**config.mk**
```make
export PLATFORM = sky130hd
export DESIGN_NAME = calendar_date_counter
export DESIGN_NICKNAME = d
export VERILOG_FILES = /design/src/rtl/calendar_date_counter.sv
export SDC_FILE = /design/constraint.sdc
export NUM_CORES = 1
export LEC_CHECK = 0
export ABC_CLOCK_PERIOD_IN_PS = 7500
export CORE_ASPECT_RATIO = 1.4
export CORE_MARGIN = 2
export CORE_UTILIZATION = 39
export CTS_CLUSTER_DIAMETER = 30
export DETAILED_ROUTE_END_ITERATION = 12
export SETUP_SLACK_MARGIN = 0.02
export SLEW_MARGIN = 5
export SYNTH_ARGS = -nofsm -noshare
export SYNTH_HDL_FRONTEND = slang
export SYNTH_SLANG_ARGS = --single-unit
```
**constraint.sdc**
```tcl
create_clock -name clk -period 7.5 [get_ports clk]
set_input_delay 0.75 -clock clk [delete_from_list [all_inputs] [get_ports clk]]
set_output_delay 0.75 -clock clk [all_outputs]
set_load 0.02 [all_outputs]
```
**src/rtl/calendar_date_counter.sv**
```systemverilog
// Calendar date source: day tick, validated load and multi-day fast-forward.
// Gregorian or Symmetry454 month lengths selected by cal_select.
module calendar_date_counter #(
  parameter bit          cal_select = 1'b0,
  parameter logic [10:0] RESET_YEAR = 11'd2018
) (
  input  logic        clk,
  input  logic        reset_n,
  input  logic        day_tick,
  input  logic        load,
  input  logic [5:0]  ld_day,
  input  logic [3:0]  ld_month,
  input  logic [10:0] ld_year,
  input  logic        adv_req,
  input  logic [8:0]  adv_count,
  output logic [5:0]  dayOfMonth,
  output logic [3:0]  month,
  output logic [10:0] year,
  output logic        date_upd,
  output logic        year_wrap,
  output logic        load_err,
  output logic        busy
);

  typedef enum logic {IDLE, ADVANCE} state_t;

  state_t     state;
  logic [8:0] rem;

  function automatic logic [5:0] mlen(
    input logic [3:0] m,
    input logic       leap
  );
    logic [5:0] l;
    l = 6'd31;
    if (cal_select) begin
      if (m == 4'd2 || m == 4'd5 ||
          m == 4'd8 || m == 4'd11)
        l = 6'd35;
      else
        l = 6'd28;
    end else begin
      case (m)
        4'd2:    l = leap ? 6'd29 : 6'd28;
        4'd4,
        4'd6,
        4'd9,
        4'd11:   l = 6'd30;
        default: l = 6'd31;
      endcase
    end
    return l;
  endfunction

  logic [5:0]  cur_len;
  logic        last_day;
  logic        last_mon;
  logic [5:0]  nxt_day;
  logic [3:0]  nxt_mon;
  logic [10:0] nxt_yr;
  logic        nxt_wrap;
  logic [5:0]  ld_len;
  logic        ld_ok;
  logic [8:0]  rem_sat;
  logic [8:0]  rem_nxt;

  always_comb begin
    cur_len  = mlen(month, year[1:0] == 2'b00);
    last_day = dayOfMonth >= cur_len;
    last_mon = month == 4'd12;
    nxt_day  = last_day ? 6'd1 : dayOfMonth + 6'd1;
    nxt_mon  = month;
    if (last_day)
      nxt_mon = last_mon ? 4'd1 : month + 4'd1;
    // 2047 + 1 wraps to 0 in the 11-bit add
    nxt_yr   = (last_day && last_mon) ? year + 11'd1 : year;
    nxt_wrap = last_day && last_mon && year == 11'd2047;
    ld_len   = mlen(ld_month, ld_year[1:0] == 2'b00);
    ld_ok    = ld_month >= 4'd1 && ld_month <= 4'd12 &&
               ld_day >= 6'd1 && ld_day <= ld_len;
    // a tick during fast-forward extends the run instead of being dropped
    rem_sat  = (day_tick && rem != 9'h1FF) ? rem + 9'd1 : rem;
    rem_nxt  = rem_sat - 9'd1;
  end

  always_ff @(posedge clk or negedge reset_n) begin
    if (!reset_n) begin
      state      <= IDLE;
      rem        <= 9'd0;
      dayOfMonth <= 6'd1;
      month      <= 4'd1;
      year       <= RESET_YEAR;
      date_upd   <= 1'b0;
      year_wrap  <= 1'b0;
      load_err   <= 1'b0;
      busy       <= 1'b0;
    end else begin
      date_upd  <= 1'b0;
      year_wrap <= 1'b0;
      load_err  <= 1'b0;
      unique case (state)
        IDLE: begin
          if (load) begin
            if (ld_ok) begin
              dayOfMonth <= ld_day;
              month      <= ld_month;
              year       <= ld_year;
              date_upd   <= 1'b1;
            end else begin
              load_err <= 1'b1;
            end
          end else if (day_tick) begin
            dayOfMonth <= nxt_day;
            month      <= nxt_mon;
            year       <= nxt_yr;
            year_wrap  <= nxt_wrap;
            date_upd   <= 1'b1;
          end else if (adv_req && adv_count != 9'd0) begin
            rem   <= adv_count;
            state <= ADVANCE;
            busy  <= 1'b1;
          end
        end
        ADVANCE: begin
          dayOfMonth <= nxt_day;
          month      <= nxt_mon;
          year       <= nxt_yr;
          year_wrap  <= nxt_wrap;
          date_upd   <= 1'b1;
          load_err   <= load;
          rem        <= rem_nxt;
          if (rem_nxt == 9'd0) begin
            state <= IDLE;
            busy  <= 1'b0;
          end
        end
        default: begin
          state <= IDLE;
          busy  <= 1'b0;
        end
      endcase
    end
  end

endmodule

```
Word level (Yosys, flattened, before mapping)

Index checks and enable logic that the tools add are counted.

Register bits after elaboration: 35
Input port bits: 35
Output and inout port bits: 25

$add $sub $neg: 5
Magnitude comparators: 5
Equality and inequality tests: 19
Muxes and demuxes: 45
Bitwise operators: 1
Reduce and logical (&&, ||, !) cells: 16

Operators by type and width:

| kind                    | count |
|---|---|
| $mux W11                | 4 |
| $mux W9                 | 4 |
| $mux W6                 | 4 |
| $pmux W11 S2            | 1 |
| $eq A4 B4 Y1 const B    | 5 |
| $mux W4                 | 5 |
| $pmux W9 S2             | 1 |
| $mux W1                 | 17 |
| $eq A4 B3 Y1 const B    | 4 |
| $pmux W6 S2             | 1 |
| $add A11 B1 Y11 const B | 1 |
| $eq A11 B11 Y1 const B  | 1 |
| $pmux W1 S2             | 5 |
| $add A9 B1 Y9 const B   | 1 |
| $logic_not A9 Y1        | 1 |
| $ne A9 B9 Y1 const B    | 1 |
| $reduce_bool A9 Y1      | 1 |
| $sub A9 B1 Y9 const B   | 1 |
| $eq A4 B2 Y1 const B    | 2 |
| $pmux W2 S2             | 2 |
| $pmux W4 S2             | 1 |
| $reduce_or A4 Y1        | 2 |
| $logic_and A1 B1 Y1     | 7 |
| $add A6 B1 Y6 const B   | 1 |
| other kinds (14)        | 18 |

Depth between registers and ports, before layout

Gate-level depths: netlist of run 1.

Word-level depth: 9
Mapped depth: 13

Worst setup path before layout of run 1

Ideal clock, no wire load.

Path type: register -> register
Start: register month[0]
End: register dayOfMonth[2]
Data arrival time: 2.778 ns
Data required time: 7.422 ns
Slack: 4.644 ns
Cell stages (with the launch flop): 14
Path buffers: 1
Cells stage by stage: dfstp_2 -> inv_1 -> ha_1 -> o21ai_0 -> o21ai_0 -> o21ai_0 -> ha_1 -> nand2b_1 -> a21o_1 -> a41oi_1 -> clkbuf_1 -> nand2_1 -> o21ai_0 -> o2bb2ai_1

Word-level cells in the longest chain between the ends: 8

RTL lines:

| element                                      | RTL line | text |
|---|---|---|
| from (decl)                                  | 17       | `output logic [3:0] month,` |
| from (signal assigned)                       | 106      | `month <= ld_month;` |
| from (signal assigned)                       | 114      | `month <= nxt_mon;` |
| from (signal assigned)                       | 126      | `month <= nxt_mon;` |
| $eq A4 B3 Y1 or $eq A4 B4 Y1 (tied branches) | 43       | `case (m)` |
| $reduce_or A4 Y1                             | 43       |  |
| $pmux W2 S2 (*)                              | 43       |  |
| $ge A6 B6 Y1 (*)                             | 69       | `last_day = dayOfMonth >= cur_len;` |
| $mux W6 (*)                                  | 71       | `nxt_day = last_day ? 6'd1 : dayOfMonth + 6'd1;` |
| $mux W6                                      | 112      | `end else if (day_tick) begin` |
| $mux W6                                      | 103      | `if (load) begin` |
| $pmux W6 S2 (*)                              | 101      | `unique case (state)` |
| to (signal assigned)                         | 105      | `dayOfMonth <= ld_day;` |
| to (signal assigned)                         | 113      | `dayOfMonth <= nxt_day;` |
| to (signal assigned)                         | 125      | `dayOfMonth <= nxt_day;` |
| to (decl)                                    | 16       | `output logic [5:0] dayOfMonth,` |

Every way passes the cells marked *; elsewhere a longest branch is shown, timed or not. The select of a mux whose other input is x is not followed.
A chain may end at the register's enable or synchronous reset.

Final worst setup path of run 1

Start: input port ld_month[0]
End: register dayOfMonth[2]

Word-level cells in the longest chain between the ends: 7

RTL lines:

| element                                      | RTL line | text |
|---|---|---|
| from (decl)                                  | 12       | `input logic [3:0] ld_month,` |
| $eq A4 B3 Y1 or $eq A4 B4 Y1 (tied branches) | 43       |  |
| $reduce_or A4 Y1                             | 43       |  |
| $pmux W2 S2                                  | 43       |  |
| $le A6 B6 Y1                                 | 80       | `ld_day >= 6'd1 && ld_day <= ld_len;` |
| $logic_and A1 B1 Y1 (*)                      | 80       |  |
| $ne A3 B3 Y1 (no line) (*)                   | --       |  |
| $reduce_and A2 Y1 (no line) (*)              | --       |  |

Every way passes the cells marked *; elsewhere a longest branch is shown, timed or not.

==> out/results.tsv, run 1 <==
stage	metric	value	unit
yosys	syn-cell-area	2800	sq um
clock_tree	holdBufCountCts	0	
yosys	ys_ff_latch	35	
clock_tree	cts.sinks	35	
yosys	synth_nets	386	
timing	fin_crit	3590	ps
placement	place.gp.congestion	0.923	
routing	routed_wl	8050	um
setup_path	rr_worst_depth	11	
timing	relSlewSlack	45.1	%
cells_and_area	synthToLayoutAreaGrowth	26.9	%
floorplan	die_area	7890	sq um
setup_path	reg2reg_slack	4200	ps
worst_hold_path	holdCritStartpoint	year[5]	
placement	dp_hpwl	6090	um
routing	vias	2817	
power	ir_worst_vdd	0.000184	V
routing	antenna_left	0	
placement	placedInstanceArea	3440	sq um
routing	viasPerCell	5.83	
setup_path	cp-end-kind	flip-flop	
timing	drv_slew	0	
timing	fin_tns_setup	0	ps
timing	fin_hold_ws	520	ps
setup_path	crit_path_start_kind	input port	
cells_and_area	drive_above_1_share	7.99	%
global_routing	grt_pass1_wl	13200	um
yosys	syn_area_per_cell	8.34	sq um
worst_hold_path	min_path_type	reg -> reg	
floorplan	io_pins	60	
cells_and_area	num_antenna_cells	0	
cells_and_area	design_area	3560	sq um
floorplan	initial_core_util	40.1	%
timing	setup_slack	3910	ps
global_routing	grtUsageTotal	21.4	%
routing	avgRoutedWirePerCell	16.7	um
floorplan	die_height	104	um
clock_tree	clockBufferDepth	2	
setup_path	required	7660	ps
yosys	async_reset_ff_share	100	%
routing	drc	0	
clock_tree	ctsHtreeMaxLevel	2	
timing	setup_violations	0	
job	drv_cap	0	
outcome	status	finished clean	
timing	rsz0062_at_grt	no	
yosys	syn_inst	336	
setup_path	cp_max_fo	30	
clock_tree	cts_root_buf	clkbuf_8	
cells_and_area	nets	437	
placement	port_buffers	59	
global_routing	grt_overflow	0	
yosys	synth_area_leader_cell	dfrtp_1	
global_routing	antenna_found_initial	0	
yosys	synth_warnings	0	
timing	clock.fmax	279	MHz
yosys	yosysTopAreaCellShare	23.2	%
setup_path	rr_endpoint	busy	
placement	place_ws	3640	ps
yosys	synth_cell_types	60	
cells_and_area	nFillCells	680	
timing	hold_viol	0	
timing	post-route-period-util	47.8	%
setup_path	startpoint	ld_month[0]	
clock_tree	cts_buffers	5	
setup_path	endpoint	dayOfMonth[2]	
power	finalPower	0.00144	W
yosys	synth_edf_count	0	
setup_path	critPathArrivalTime	3750	ps
clock_tree	cts_tree	built	
power	p_per_area	404	nW/um^2
global_routing	grt_max_degree	36	
timing	finalClockSkew	5.75	ps
setup_path	crit_type	in -> reg	
clock_tree	clkLatencyLatePin	290	ps
yosys	yosys-top-cells-area	dfrtp_1 (23%), dfstp_2 (8.4%), ha_1 (6.7%)	
floorplan	row_count	36	
yosys	synth_flop_cell	dfrtp_1	
floorplan	core	6980	sq um
timing	worstMarginPinSlew	824	ps
yosys	ys_seq_area_share	31.7	%
global_routing	grt_pass1_vias	2816	
routing	firstDrtPassIters	4	
power	p_leak	1.40	nW
clock_tree	post_cts_buffers	0	
floorplan	dieWidth	75.6	um
clock_tree	cts_resized	0	
routing	drtIter0Drc	122	
setup_path	r2r-start	rem[0]	
clock_tree	clkTransAtPathRegs	80	ps
[how the worst min path moves through the flow]
| stage | to | cells past startpoint |
|---|---|---|
| after floorplan | busy | 0 |
| after global placement | year[5] | 1 |
| after detailed placement | year[5] | 1 |
| after CTS | year[5] | 1 |
| after global routing | year[5] | 1 |
| final | year[5] | 1 |
[cells by family after synthesis]
kind of cell             after synthesis  synth area share (%)
buffers and inverters                 37                  5.76
flip-flops                            35                  31.7
AO/OA/AOI/OAI                        116                  27.1
adder cells (fa/ha/maj)               15                  6.70
multiplexers                          11                  4.11
AND/OR/NAND/NOR                      108                  20.1
XOR/XNOR                              14                  4.65
[Yosys cell counts (3+ instances only)]
library cell  count
a21oi_1          30
dfrtp_1          26
o21ai_0          26
nor2_1           25
nand2_1          22
inv_1            17
ha_1             15
nand3_1          13
nor3_1           12
buf_2             9
dfstp_2           9
o2bb2ai_1         9
a211oi_1          8
o22ai_1           8
xnor2_1           8
clkbuf_1          7
mux2i_1           7
and3_1            6
nand4_1           5
nor4_1            5
xor2_1            5
mux2_2            4
a22oi_1           3
a31oi_1           3
a41o_1            3
a41oi_1           3
and2_1            3
o21ai_1           3
o31ai_1           3
or4_1             3
[power by group]
group,leakage (nW),internal (W),switching [W]
logic,0.930,0.000359,0.000445
clock network,0.0612,0.000108,0.0000723
registers,0.405,0.000296,0.000158
[state kept, by name, summed over array words and instances (netlist names)]
signal	cells
busy	1
year	11
state	1
date_upd	1
dayOfMonth	6
rem	9
load_err	1
month	4
year_wrap	1
[through the flow]
step,util (%),cells
4_1_cts,50.9,483
6_report,50.9,483
3_5_place_dp,49.2,475
2_1_floorplan,-,336
3_3_place_gp,49.2,475
5_1_grt,50.9,483
[cell usage in the layout (no fill, tap or decap), types with 4 or more instances in the layout]
cell / Yosys / layout
clkdlybuf4s50_1: 0 / 58
nor2_1: 25 / 25
o21ai_0: 26 / 26
a211oi_1: 8 / 8
dfrtp_1: 26 / 26
nand2_1: 22 / 22
mux2_2: 4 / 4
nand4_1: 5 / 5
nor4_1: 5 / 5
nor3_1: 12 / 12
xnor2_1: 8 / 8
clkbuf_8: 0 / 6
ha_1: 15 / 15
inv_1: 17 / 17
dfstp_2: 9 / 9
and3_1: 6 / 6
o2bb2ai_1: 9 / 9
nand3_1: 13 / 13
a21oi_1: 30 / 30
mux2i_1: 7 / 7
xor2_1: 5 / 5
o22ai_1: 8 / 8
[cell type report]
class	count	area, sq um	share of cell area [%]
clock buffer	6	82.6	2.32
multi-input combinational	264	1750	49.3
inverter	19	71.3	2.01
timing repair buffer	62	608	17.1
tap	95	119	3.34
clock inverter	2	35.0	0.985
sequential	35	887	24.9
[metal layers]
layer,vias up,track usage [%],part of all wire (%)
li1,1371,-,-
met1,1340,26.1,41
met2,90,36.3,51
met3,16,3.29,4.7
met4,0,8.52,2.8
met5,-,0,0
[worst max-delay path, cell delays in order]
cell and delay [ps]:
clkdlybuf4s50_1 500, nor4b_1 400, ha_1 310, nand2b_1 70, a221oi_1 60, or4_1 540, o21a_1 360, inv_2 430
o21ai_0 170, o2bb2ai_1 150
No activity file was read; power rests on OpenSTA's default activity.
==> run 2, diff against run 1 <==
--- a/config.mk
+++ b/config.mk
@@ -5,12 +5,13 @@
 export SDC_FILE = /design/constraint.sdc
 export NUM_CORES = 1
 export LEC_CHECK = 0
-export ABC_CLOCK_PERIOD_IN_PS = 7500
+export ABC_CLOCK_PERIOD_IN_PS = 3200
 export CORE_ASPECT_RATIO = 1.4
 export CORE_MARGIN = 2
 export CORE_UTILIZATION = 39
 export CTS_CLUSTER_DIAMETER = 30
 export DETAILED_ROUTE_END_ITERATION = 12
+export PLACE_DENSITY = 0.66
 export SETUP_SLACK_MARGIN = 0.02
 export SLEW_MARGIN = 5
 export SYNTH_ARGS = -nofsm -noshare
==> constraint.sdc (replaced) <==
create_clock -name clk -period 3.2 [get_ports clk]
set_input_delay 0.32 -clock clk [delete_from_list [all_inputs] [get_ports clk]]
set_output_delay 0.32 -clock clk [all_outputs]
set_load 0.02 [all_outputs]
==> run 2 against run 1 <==
  * Clock-buffer cell count is 2 higher
  * Register-to-register slack got worse by 4000 ps
  * Design area grew 4.3%
  * Highest routed layer unchanged
==> out/results.tsv, run 2 (synthesized netlist as in run 1, its figures left out) <==
stage	metric	value	unit	change
global_routing	antenna_found_initial	0		unchanged
routing	viasPerCell	5.77		-1.1%
timing	setup_violations	0		unchanged
floorplan	row_count	36		unchanged
routing	firstDrtPassIters	4		unchanged
cells_and_area	fin_cells	504		+4.3%
clock_tree	holdBufCountCts	0		unchanged
cells_and_area	largest_reg_flops	11		unchanged
power	p_sw_share	46.3	%	-0.66 points
setup_path	crit_path_start_kind	flip-flop		
cells_and_area	drive_above_1_share	12.7	%	+4.7 points
power	seqPwrFrac	26.9	%	-4.7 points
power	ir_worst_vdd	0.000422	V	+130%
placement	place_inst	496		+4.4%
timing	fin_tns_setup	0	ps	unchanged
timing	post-route-period-util	93.3	%	
floorplan	die_area	7890	sq um	unchanged
placement	dp_hpwl	6130	um	+0.72%
timing	fin_crit	2980	ps	
clock_tree	cts_root_buf	clkbuf_8		
timing	drv_slew	0		unchanged
timing	worstMarginPinSlew	529	ps	-294 ps
cells_and_area	top_register	year		
global_routing	grtUsageTotal	21.0	%	-0.40 points
power	p_sw	0.00161	W	+140%
power	p_leak	1.49	nW	+6.5%
floorplan	core	6980	sq um	unchanged
setup_path	cp_max_fo	6		-80%
setup_path	reg2reg_slack	220	ps	-3980 ps
cells_and_area	ff_latch_area	887	sq um	unchanged
routing	drtIter0Drc	140		+15%
routing	antenna_left	0		unchanged
global_routing	grt_max_degree	36		unchanged
timing	relSlewSlack	64.4	%	+19 points
clock_tree	cts_buffers	5		unchanged
cells_and_area	multiInputGateArea	1760	sq um	+0.36%
setup_path	critPathArrivalTime	3190	ps	-560 ps
cells_and_area	nets	458		+4.8%
routing	routed_wl	8000	um	-0.61%
cells_and_area	final_cell_mix	clkdlybuf4s50_1 (59), a21oi_1 (30), o21ai_0 (26), dfrtp_1 (26), nor2_1 (25)		
timing	rsz0062_at_grt	yes		
power	p_per_area	936	nW/um^2	+130%
clock_tree	clkLatencyLatePin	290	ps	about the same
routing	drc	0		unchanged
cells_and_area	synthToLayoutAreaGrowth	32.4	%	
power	p_comb_share	62.8	%	+6.9 points
cells_and_area	reg_top3	year (11), rem (9), dayOfMonth (6)		
job	drv_cap	0		unchanged
setup_path	crit_type	reg -> reg		
floorplan	initial_core_util	40.1	%	unchanged
clock_tree	clockBufferDepth	2		unchanged
floorplan	die_height	104	um	unchanged
outcome	status	finished clean		
clock_tree	cts.sinks	35		unchanged
cells_and_area	num_antenna_cells	0		unchanged
global_routing	grt_pass1_vias	2764		-1.8%
placement	place.gp.congestion	0.919		-0.51%
cells_and_area	final_common_cell	clkdlybuf4s50_1		
floorplan	io_pins	60		unchanged
power	power_frac_clock	10.3	%	-2.2 points
routing	vias	2906		+3.2%
global_routing	grt_overflow	0		unchanged
timing	finalClockSkew	3.23	ps	-2.52 ps
timing	hold_viol	0		unchanged
global_routing	grt_pass1_wl	13000	um	-1.6%
routing	avgRoutedWirePerCell	15.9	um	-4.8%
setup_path	required	3410	ps	-4250 ps
clock_tree	clkTransAtPathRegs	70	ps	about the same
worst_hold_path	min_path_type	in -> async		
power	internal_power	0.00186	W	+140%
clock_tree	ctsHtreeMaxLevel	2		unchanged
clock_tree	cts_tree	built		
timing	fin_hold_ws	440	ps	-80.6 ps
power	finalPower	0.00347	W	+140%
setup_path	cp-end-kind	flip-flop		
floorplan	dieWidth	75.6	um	unchanged
placement	port_buffers	59		unchanged
cells_and_area	nFillCells	655		-3.7%
timing	clock.fmax	335	MHz	
## run 2: power by group through the flow
stage	Sequential, W	Clock [W]	Combinational, W
6_report	0.000933	0.000359	0.00218
5_1_grt	0.000969	0.000392	0.00240
4_1_cts	0.000931	0.000365	0.00217
3_5_place_dp	0.000931	0	0.00217
3_3_place_gp	0.000936	0	0.00214
2_1_floorplan	0.00108	0	0.00121
## run 2: routing by layer
layer	global-route usage [%]	wire, um	vias up
met2	35.5	4170	88
met5	0	0	-
met1	25.8	3260	1388
li1	-	-	1415
met3	2.81	358	15
met4	8.65	206	0
## run 2: area by class of cell
class                           instances  area share (%)
Clock buffer                            8            2.70
Inverter                               19            1.96
Multi-Input combinational cell        264            47.4
Sequential cell                        35            23.9
Tap cell                               95            3.21
Timing Repair Buffer                   83            20.8
## run 2: stage by stage
step           instance area, sq um  setup slack, ps  utilization [%]
6_report                       3710              216             53.1
5_1_grt                        3710             6.33             53.1
4_1_cts                        3700              174             53.0
3_5_place_dp                   3600             21.7             51.6
3_3_place_gp                   3600             94.3             51.6
2_1_floorplan                  2800              344                -
## run 2: what timing repair did
| action | CTS | global route |
|---|---|---|
| buffers inserted | 0 | 0 |
| endpoints found under the setup margin | 0 | 2 |
| gates resized for setup | 0 | 3 |
## run 2: worst paths after layout
path / startpoint / endpoint / cells past startpoint
worst max-delay path: month[0] / year[10] / 12
worst min-delay path: reset_n / year[3] / 2
worst max register to register: month[0] / year[10] / 12
worst min register to register: year[5] / year[5] / 1
max in group asynchronous: reset_n / month[0] / 2
min in group clk: year[5] / year[5] / 1
## run 2: worst max-delay path, cell delays in order, from the launching register on
cell and delay (ps):
dfstp_2 580, inv_1 80, ha_1 220, o21ai_0 150
o21ai_0 90, o21ai_0 150, ha_1 240, nand2b_1 140
a21o_1 210, a41o_2 340, and3_1 220, a41o_1 270
a211oi_2 220
==> run 3, diff against run 2 <==
--- a/config.mk
+++ b/config.mk
@@ -13,6 +13,7 @@
 export DETAILED_ROUTE_END_ITERATION = 12
 export PLACE_DENSITY = 0.66
 export SETUP_SLACK_MARGIN = 0.02
+export SKIP_CTS_REPAIR_TIMING = 1
 export SLEW_MARGIN = 5
 export SYNTH_ARGS = -nofsm -noshare
 export SYNTH_HDL_FRONTEND = slang
==> results of run 3 <==
Same layout as run 2: the final DEF is identical, and so are final timing and power.
